File: config.mk
export PLATFORM = sky130hd
export DESIGN_NAME = instruction_fetch_unit
export DESIGN_NICKNAME = d
export VERILOG_FILES = /design/src/rtl/fetch_pkg.sv /design/src/rtl/if_id_register.sv /design/src/rtl/instruction_fetch_unit.sv
export SDC_FILE = /design/constraint.sdc
export NUM_CORES = 1
export LEC_CHECK = 0
export CAP_MARGIN = 10
export CORE_MARGIN = 4
export CORE_UTILIZATION = 40
export DETAILED_ROUTE_END_ITERATION = 16
export MAX_ROUTING_LAYER = met4
export PLACE_DENSITY = 0.81
export REMOVE_ABC_BUFFERS = 1
export SLEW_MARGIN = 10
export SYNTH_ARGS = -nofsm -noshare
export SYNTH_HDL_FRONTEND = slang
export SYNTH_SLANG_ARGS = --single-unit
File: constraint.sdc
create_clock -name clk -period 12.7 [get_ports clk]
set_clock_uncertainty 0.15 [all_clocks]
set_input_delay 2.54 -clock clk [delete_from_list [all_inputs] [get_ports clk]]
set_output_delay 2.54 -clock clk [all_outputs]
set_load 0.01 [all_outputs]
File: src/rtl/fetch_pkg.sv
// Shared types and constants for the instruction fetch stage.
package fetch_pkg;

  typedef enum logic [1:0] {
    BOOT = 2'd0,
    RUN  = 2'd1,
    TRAP = 2'd2
  } fetch_state_t;

  localparam logic [63:0] RESET_PC = 64'h0;
  localparam logic [31:0] NOP_INST = 32'h0000_0013;
  localparam logic [63:0] PC_INCR  = 64'd4;

  // A target is misaligned when it is not on a 4-byte instruction boundary.
  function automatic logic is_misaligned(input logic [63:0] target);
    return target[1:0] != 2'b00;
  endfunction

endpackage

File: src/rtl/if_id_register.sv
// IF/ID pipeline register: pc, instruction and valid, with load, hold and flush.
module if_id_register
  import fetch_pkg::*;
(
  input  logic        clk,
  input  logic        reset,
  input  logic        load,
  input  logic        flush,
  input  logic [63:0] pc_in,
  input  logic [31:0] inst_in,
  output logic [63:0] pc,
  output logic [31:0] inst,
  output logic        valid
);

  // Flush outranks load; with neither asserted the contents hold.
  always_ff @(posedge clk or posedge reset) begin
    if (reset) begin
      pc    <= 64'h0;
      inst  <= NOP_INST;
      valid <= 1'b0;
    end else if (flush) begin
      pc    <= pc_in;
      inst  <= NOP_INST;
      valid <= 1'b0;
    end else if (load) begin
      pc    <= pc_in;
      inst  <= inst_in;
      valid <= 1'b1;
    end
  end

endmodule

File: src/rtl/instruction_fetch_unit.sv
// Fetch stage: owns the PC, drives instruction memory, fills IF/ID.
// Optional misaligned-branch trap is compiled in with MISALIGN_CHECK_EN.
module instruction_fetch_unit
  import fetch_pkg::*;
(
  input  logic        clk,
  input  logic        reset,
  input  logic        stall,
  input  logic        branch_taken,
  input  logic [63:0] branch_target,
  output logic [63:0] Inst_Address,
  input  logic [31:0] Instruction,
  output logic [63:0] if_id_pc,
  output logic [31:0] if_id_inst,
  output logic        if_id_valid,
  output logic [31:0] fetch_count,
  output logic        misalign
);

  fetch_state_t state;
  logic [63:0]  pc;
  logic         bad_target;
  logic         ifid_load;
  logic         ifid_flush;

`ifdef MISALIGN_CHECK_EN
  logic misalign_q;
  assign bad_target = is_misaligned(branch_target);
  assign misalign   = misalign_q;
`else
  assign bad_target = 1'b0;
  assign misalign   = 1'b0;
`endif

  assign Inst_Address = pc;

  // A redirect (good or trapping) always flushes the wrong-path fetch.
  always_comb begin
    ifid_load  = 1'b0;
    ifid_flush = 1'b0;
    if (state == RUN) begin
      if (branch_taken) begin
        ifid_flush = 1'b1;
      end else if (!stall) begin
        ifid_load = 1'b1;
      end
    end
  end

  always_ff @(posedge clk or posedge reset) begin
    if (reset) begin
      state       <= BOOT;
      pc          <= RESET_PC;
      fetch_count <= 32'd0;
`ifdef MISALIGN_CHECK_EN
      misalign_q  <= 1'b0;
`endif
    end else begin
      case (state)
        BOOT: state <= RUN;
        RUN: begin
          if (branch_taken) begin
            if (bad_target) begin
              state <= TRAP;
`ifdef MISALIGN_CHECK_EN
              misalign_q <= 1'b1;
`endif
            end else begin
              pc <= branch_target;
            end
          end else if (!stall) begin
            pc          <= pc + PC_INCR;
            fetch_count <= fetch_count + 32'd1;
          end
        end
        TRAP: state <= TRAP;
        default: state <= BOOT;
      endcase
    end
  end

  if_id_register u_if_id (
    .clk     (clk),
    .reset   (reset),
    .load    (ifid_load),
    .flush   (ifid_flush),
    .pc_in   (pc),
    .inst_in (Instruction),
    .pc      (if_id_pc),
    .inst    (if_id_inst),
    .valid   (if_id_valid)
  );

endmodule

* Word level (Yosys, flattened, before mapping)
Cells that the tools add are included.
Storage, ports and cells: flip-flop bits (word level) 195, bits in latches 0, RAM bits 0, bits in read-only memories 0, bits of input ports 100, word-level logic and storage cells 31, memories kept 0
Cells by class: add/sub/neg operators 2, $mul 0, divide/modulo/power cells 0, order comparisons 0, eq/ne operators 3, shifts and indexed selects 0, muxes and demuxes 14, bitwise operators 2, reductions and logical operators 4
Operator list (number):
- two-way mux 64 bit | 4
- adder 64 x 3 -> 64 bit, second input constant | 1
- two-way mux 32 bit | 2
- adder 32 x 1 -> 32 bit, second input constant | 1
- two-way mux 1 bit | 7
- case mux 2 bit (3 select lines) | 1
- AND reduction 3 bit | 1
- == test 2 x 1 -> 1 bit, second input constant | 1
- == test 2 bit, second input constant | 1
- zero test 2 bit | 1
- inequality test 2 x 1 -> 1 bit, second input constant | 1
- inverter 1 bit | 2
- AND reduction 2 bit | 1
- nonzero test 2 bit | 1

* Logic depth before layout (Yosys ltp)
depth after elaboration 5, depth in mapped cells 8, gate-level depth less buffers 7

* Modules after synthesis
Synthesis repeated with hierarchy kept, for this count alone.
Unflattened totals: cells, all modules 935, area, all modules 9531.6 um^2
Modules (own cells, without submodules):
- instruction_fetch_unit | times used 1, cells an instance 692, area each 5790.6 um^2, sequential area each 2452.4 um^2
- if_id_register | times used 1, cells an instance 243, area each 3741.1 um^2, sequential area each 2431.1 um^2

* Least setup slack after synthesis
OpenSTA, ideal clock, no wires.
path type input port to flip-flop, start in branch_taken, end reg fetch_count[27], setup time 79 ps, arrival time 4299 ps, required time 12471 ps, path slack 8172 ps, cell stages on the path 7, path buffers 1, cells stage by stage clkbuf_1 nor4b_4 nand4_1 nor2_1 and2_1 and3_1 xor2_1
On the way: longest elaborated chain between the ends 2
RTL lines:
- from (decl) | RTL line instruction_fetch_unit.sv:9 | input logic branch_taken,
- inverter 1 bit (no source line)
- AND reduction 3 bit (no source line)
- to (signal assigned) | RTL line instruction_fetch_unit.sv:73 | fetch_count <= fetch_count + 32'd1;
- to (decl) | RTL line instruction_fetch_unit.sv:16 | output logic [31:0] fetch_count,
No other way between the ends. A chain may end at the register's enable or synchronous reset.

* Worst setup path in the final report
start in stall, end reg pc[48] (netlist: Inst_Address[48])
On the way: longest elaborated chain between the ends 2
RTL lines:
- from (decl) | RTL line instruction_fetch_unit.sv:8 | input logic stall,
- inequality test 2 x 1 -> 1 bit (no source line)
- AND reduction 2 bit (no source line)
- to (signal assigned) | RTL line instruction_fetch_unit.sv:69 | pc <= branch_target;
- to (signal assigned) | RTL line instruction_fetch_unit.sv:72 | pc <= pc + PC_INCR;
- to (decl) | RTL line instruction_fetch_unit.sv:21 | logic [63:0] pc;
No other way between the ends.

==> qor.csv <==
stage,metric,value,unit
final_layout,Fillers,2002,
yosys,syn_area_per_cell,9.082,um^2
final_layout,area grow syn2layout,39.79,%
sta,hold slack,322.9,ps
yosys,netlist area before placement,9418,um^2
status,status,finished clean,
die,initial core utilization,41.10,%
sta,Worst Tran Pin Value,1043,ps
final_layout,final non-filler cell total,1622,
grt,global-route usage over all layers,24.79,%
yosys,Post-synth ARST share,100.0,%
worst_setup_path,Crit path top cell by count,buf_4,
final_layout,Final nets,1398,
yosys,Syn Inst Count,1037,
worst_setup_path,"Largest stage delay, worst path",920,ps
worst_setup_path,CP Buf/Inv Count,4,
worst_setup_path,CP required,12900,ps
clock_network,cts hold-fix bufs,0,
final_layout,most frequent cells in the layout,"clkdlybuf4s50_1, nand2_1, dfrtp_1",
sta,Setup Viol. Count Final,0,
pwr,Tot Pwr,1.644,mW
grt,largest net degree at the start of global routing,125,
die,# rows,55,
yosys,synthesized flop and latch total,195,
route,vias,9073,
placed_design,Placer Congestion,0.8917,
run,MaxCap Viol Count,0,
route,drt pass-1 iters,6,
final_layout,layout cells sized above 1,5.042,%
route,Total Wirelength,31760,um
clock_network,# resized after CTS,0,
placed_design,Placed Cells incl. Taps,1590,
grt,global route overflow,0,
final_layout,"most common cell after layout, fill and taps aside",clkdlybuf4s50_1,
min_path,Hold Path Class,register to register,
sta,Setup WS post-layout,6849,ps
worst_setup_path,CP Depth,8,
placed_design,Place WS,6495,ps
route,routed len/inst,19.58,um
grt,initial antenna violation count,0,
die,# IOs,294,
grt,first-pass GRT wire length,50600,um
min_path,min-delay src,u_if_id.pc[14]$_DFFE_PP0P_,
worst_setup_path,reg2reg end,Inst_Address[51]$_DFFE_PP0P_,
sta,Final period util,46.07,%
sta,Fmax,0.1709,GHz
min_path,"Endpoint, Worst Hold",u_if_id.pc[14]$_DFFE_PP0P_,
clock_network,"Reg clk slew, reported paths",70,ps
final_layout,Multi-input gate area,4254,um^2
route,1st-iter DRT viols,782,
sta,RSZ-0062 raised after global routing,false,
yosys,library cells used by synthesis,66,
sta,Final TNS setup,0,ps
worst_setup_path,Crit. End Element,register,
clock_network,clk buf depth,2,
die,Core ar.,22920,um^2
clock_network,CTS tree,yes,
final_layout,# diodes,0,
worst_setup_path,Worst R2R Path Depth,6,
worst_setup_path,r2r setup slk,9530,ps
worst_setup_path,WP data arrival,6050,ps
worst_setup_path,worst reg2reg startpoint,Inst_Address[4]$_DFFE_PP0P_,
worst_setup_path,Crit path max-delay family,buffers and inverters,
yosys,Yosys warnings,0,
die,die height,161.4,um
yosys,number of flops mapped to enable cells by yosys,0,
pwr,Static Leakage,5.568,nW
clock_network,H-tree Lvls,4,
placed_design,detailed placement HPWL,22260,um
die,die area,26060,um^2
clock_network,Setup Buffers After CTS,0,
die,Die W,161.4,um
pwr,Power Density,124.9,nW/um^2
sta,"Hold Vio Cnt, Final",0,
pwr,peak supply drop,75.59,uV
grt,vias in the first global route,8887,
final_layout,Sequential cell area,4883,um^2
min_path,Hold Crit Depth,2,
route,post-DR vias/cell,5.594,
worst_setup_path,CP Cell Sequence,clkdlybuf4s50_1 -> buf_4 -> clkinv_1 -> o21ai_4 -> buf_4 -> or4_1 -> o21ai_0 -> a21oi_1,
route,ANT nets after route,0,
worst_setup_path,CP max stage cell,o21ai_4,
sta,Final Slew Violations,0,
route,Residual DRC,0,
clock_network,Clock Sinks,195,
worst_setup_path,worst-path fanout max,94,
clock_network,clk root buf,clkbuf_16,
yosys,ys flop type,dfrtp_1,
sta,Slew headroom,30.45,%
yosys,"Seq/Total Area, Yosys",51.85,%
clock_network,Skew-Pair Late Insertion Delay,440,ps
clock_network,CTS buffer count,17,
worst_setup_path,CP startpoint kind,input pin,
placed_design,# port buffers,292,
worst_setup_path,critical path class,input pin to register,
sta,Final min period,5851,ps
cells in the mapped netlist, drive strengths merged, types with 2 or more instances:
master	instances	area, um^2
nand3b	2	15.01
nor2b	5	31.28
ha	2	25.02
or3	11	68.82
nand2	255	957.2
clkinv	2	7.510
and2	4	25.02
a221o	2	20.02
o21ai	40	200.2
nor3b	3	22.52
mux2i	14	140.1
nor3	34	175.2
o22ai	25	156.4
nor2	58	217.7
nand3	55	275.3
a41oi	2	17.52
nor4b	3	41.29
dfrtp	192	4805
xor2	8	70.07
and4	14	122.6
inv	13	48.80
nand2b	3	18.77
o2bb2ai	2	17.52
o22a	4	35.03
a21oi	42	210.2
a31oi	2	12.51
a22o	30	262.8
nor4	18	140.1
nand4	31	193.9
and3	25	156.4
or2	2	12.51
a211oi	4	30.03
a22oi	7	52.55
clkbuf	54	202.7
a2bb2oi	2	17.52
a311oi	5	43.79
xnor2	23	201.4
buf	9	46.29
dfstp	3	78.83
mux2	6	67.56
or4	5	41.29
sequential cells by signal (all words and copies together) (netlist names):
register,flops
u_if_id.inst,32
fetch_count,32
u_if_id.pc,64
Inst_Address,64
state,2
u_if_id.valid,1
worst max-delay path by stage:
| stage | from | end | slack, ps |
|---|---|---|---|
| floorplan | branch_taken | Inst_Address[21]$_DFFE_PP0P_ | 4460 |
| global placement | stall | Inst_Address[48]$_DFFE_PP0P_ | 6580 |
| detailed placement | stall | Inst_Address[56]$_DFFE_PP0P_ | 6500 |
| CTS | stall | Inst_Address[48]$_DFFE_PP0P_ | 6940 |
| global route | stall | Inst_Address[48]$_DFFE_PP0P_ | 6570 |
| finish | stall | Inst_Address[48]$_DFFE_PP0P_ | 6850 |
metrics by stage:
step	cell area [um^2]	utilization, %
5_1_grt	13170	57.45
2_1_floorplan	9169	-
3_3_place_gp	12590	54.96
4_1_cts	13170	57.45
6_report	13170	57.45
3_5_place_dp	12590	54.96
worst min-delay path, stage by stage, from the launching register on:
cell and delay, ps:
dfrtp_1 340, nand2_1 50, nand2_1 50
report_power, final:
| group | total (mW) | leakage (nW) | internal [mW] | switching [mW] |
|---|---|---|---|---|
| Clock | 0.532 | 0.277 | 0.262 | 0.270 |
| Combinational | 0.348 | 2.90 | 0.186 | 0.162 |
| Sequential | 0.764 | 2.39 | 0.684 | 0.0795 |
area by class of cell:
| cell class | count | area share (%) |
|---|---|---|
| Timing Repair Buffer | 303 | 22.79 |
| Sequential cell | 195 | 37.09 |
| Clock inverter | 14 | 1.083 |
| Tap cell | 313 | 2.975 |
| Clock buffer | 18 | 3.260 |
| Inverter | 15 | 0.4847 |
| Multi-Input combinational cell | 764 | 32.31 |
cells by family after synthesis:
logic type / Yosys count / share of synthesized area, %
compound gates: 180 / 12.59
xor+xnor: 31 / 2.883
fa+ha+maj: 2 / 0.2657
buf+inv: 78 / 3.242
flops: 195 / 51.85
mux: 20 / 2.205
other cells: 1 / 0.03982
simple gates: 530 / 26.92
routing by layer:
metal | part of all wire, % | up-vias | wire length [um] | global-route usage, %
li1 | - | 4208 | - | -
met1 | 43 | 4406 | 13510 | 33.08
met2 | 48 | 408 | 15180 | 38.63
met3 | 7.6 | 51 | 2416 | 5.180
met4 | 2.1 | 0 | 657 | 6.941
met5 | 0 | - | 0 | -
(Power assumes the default switching activity.)
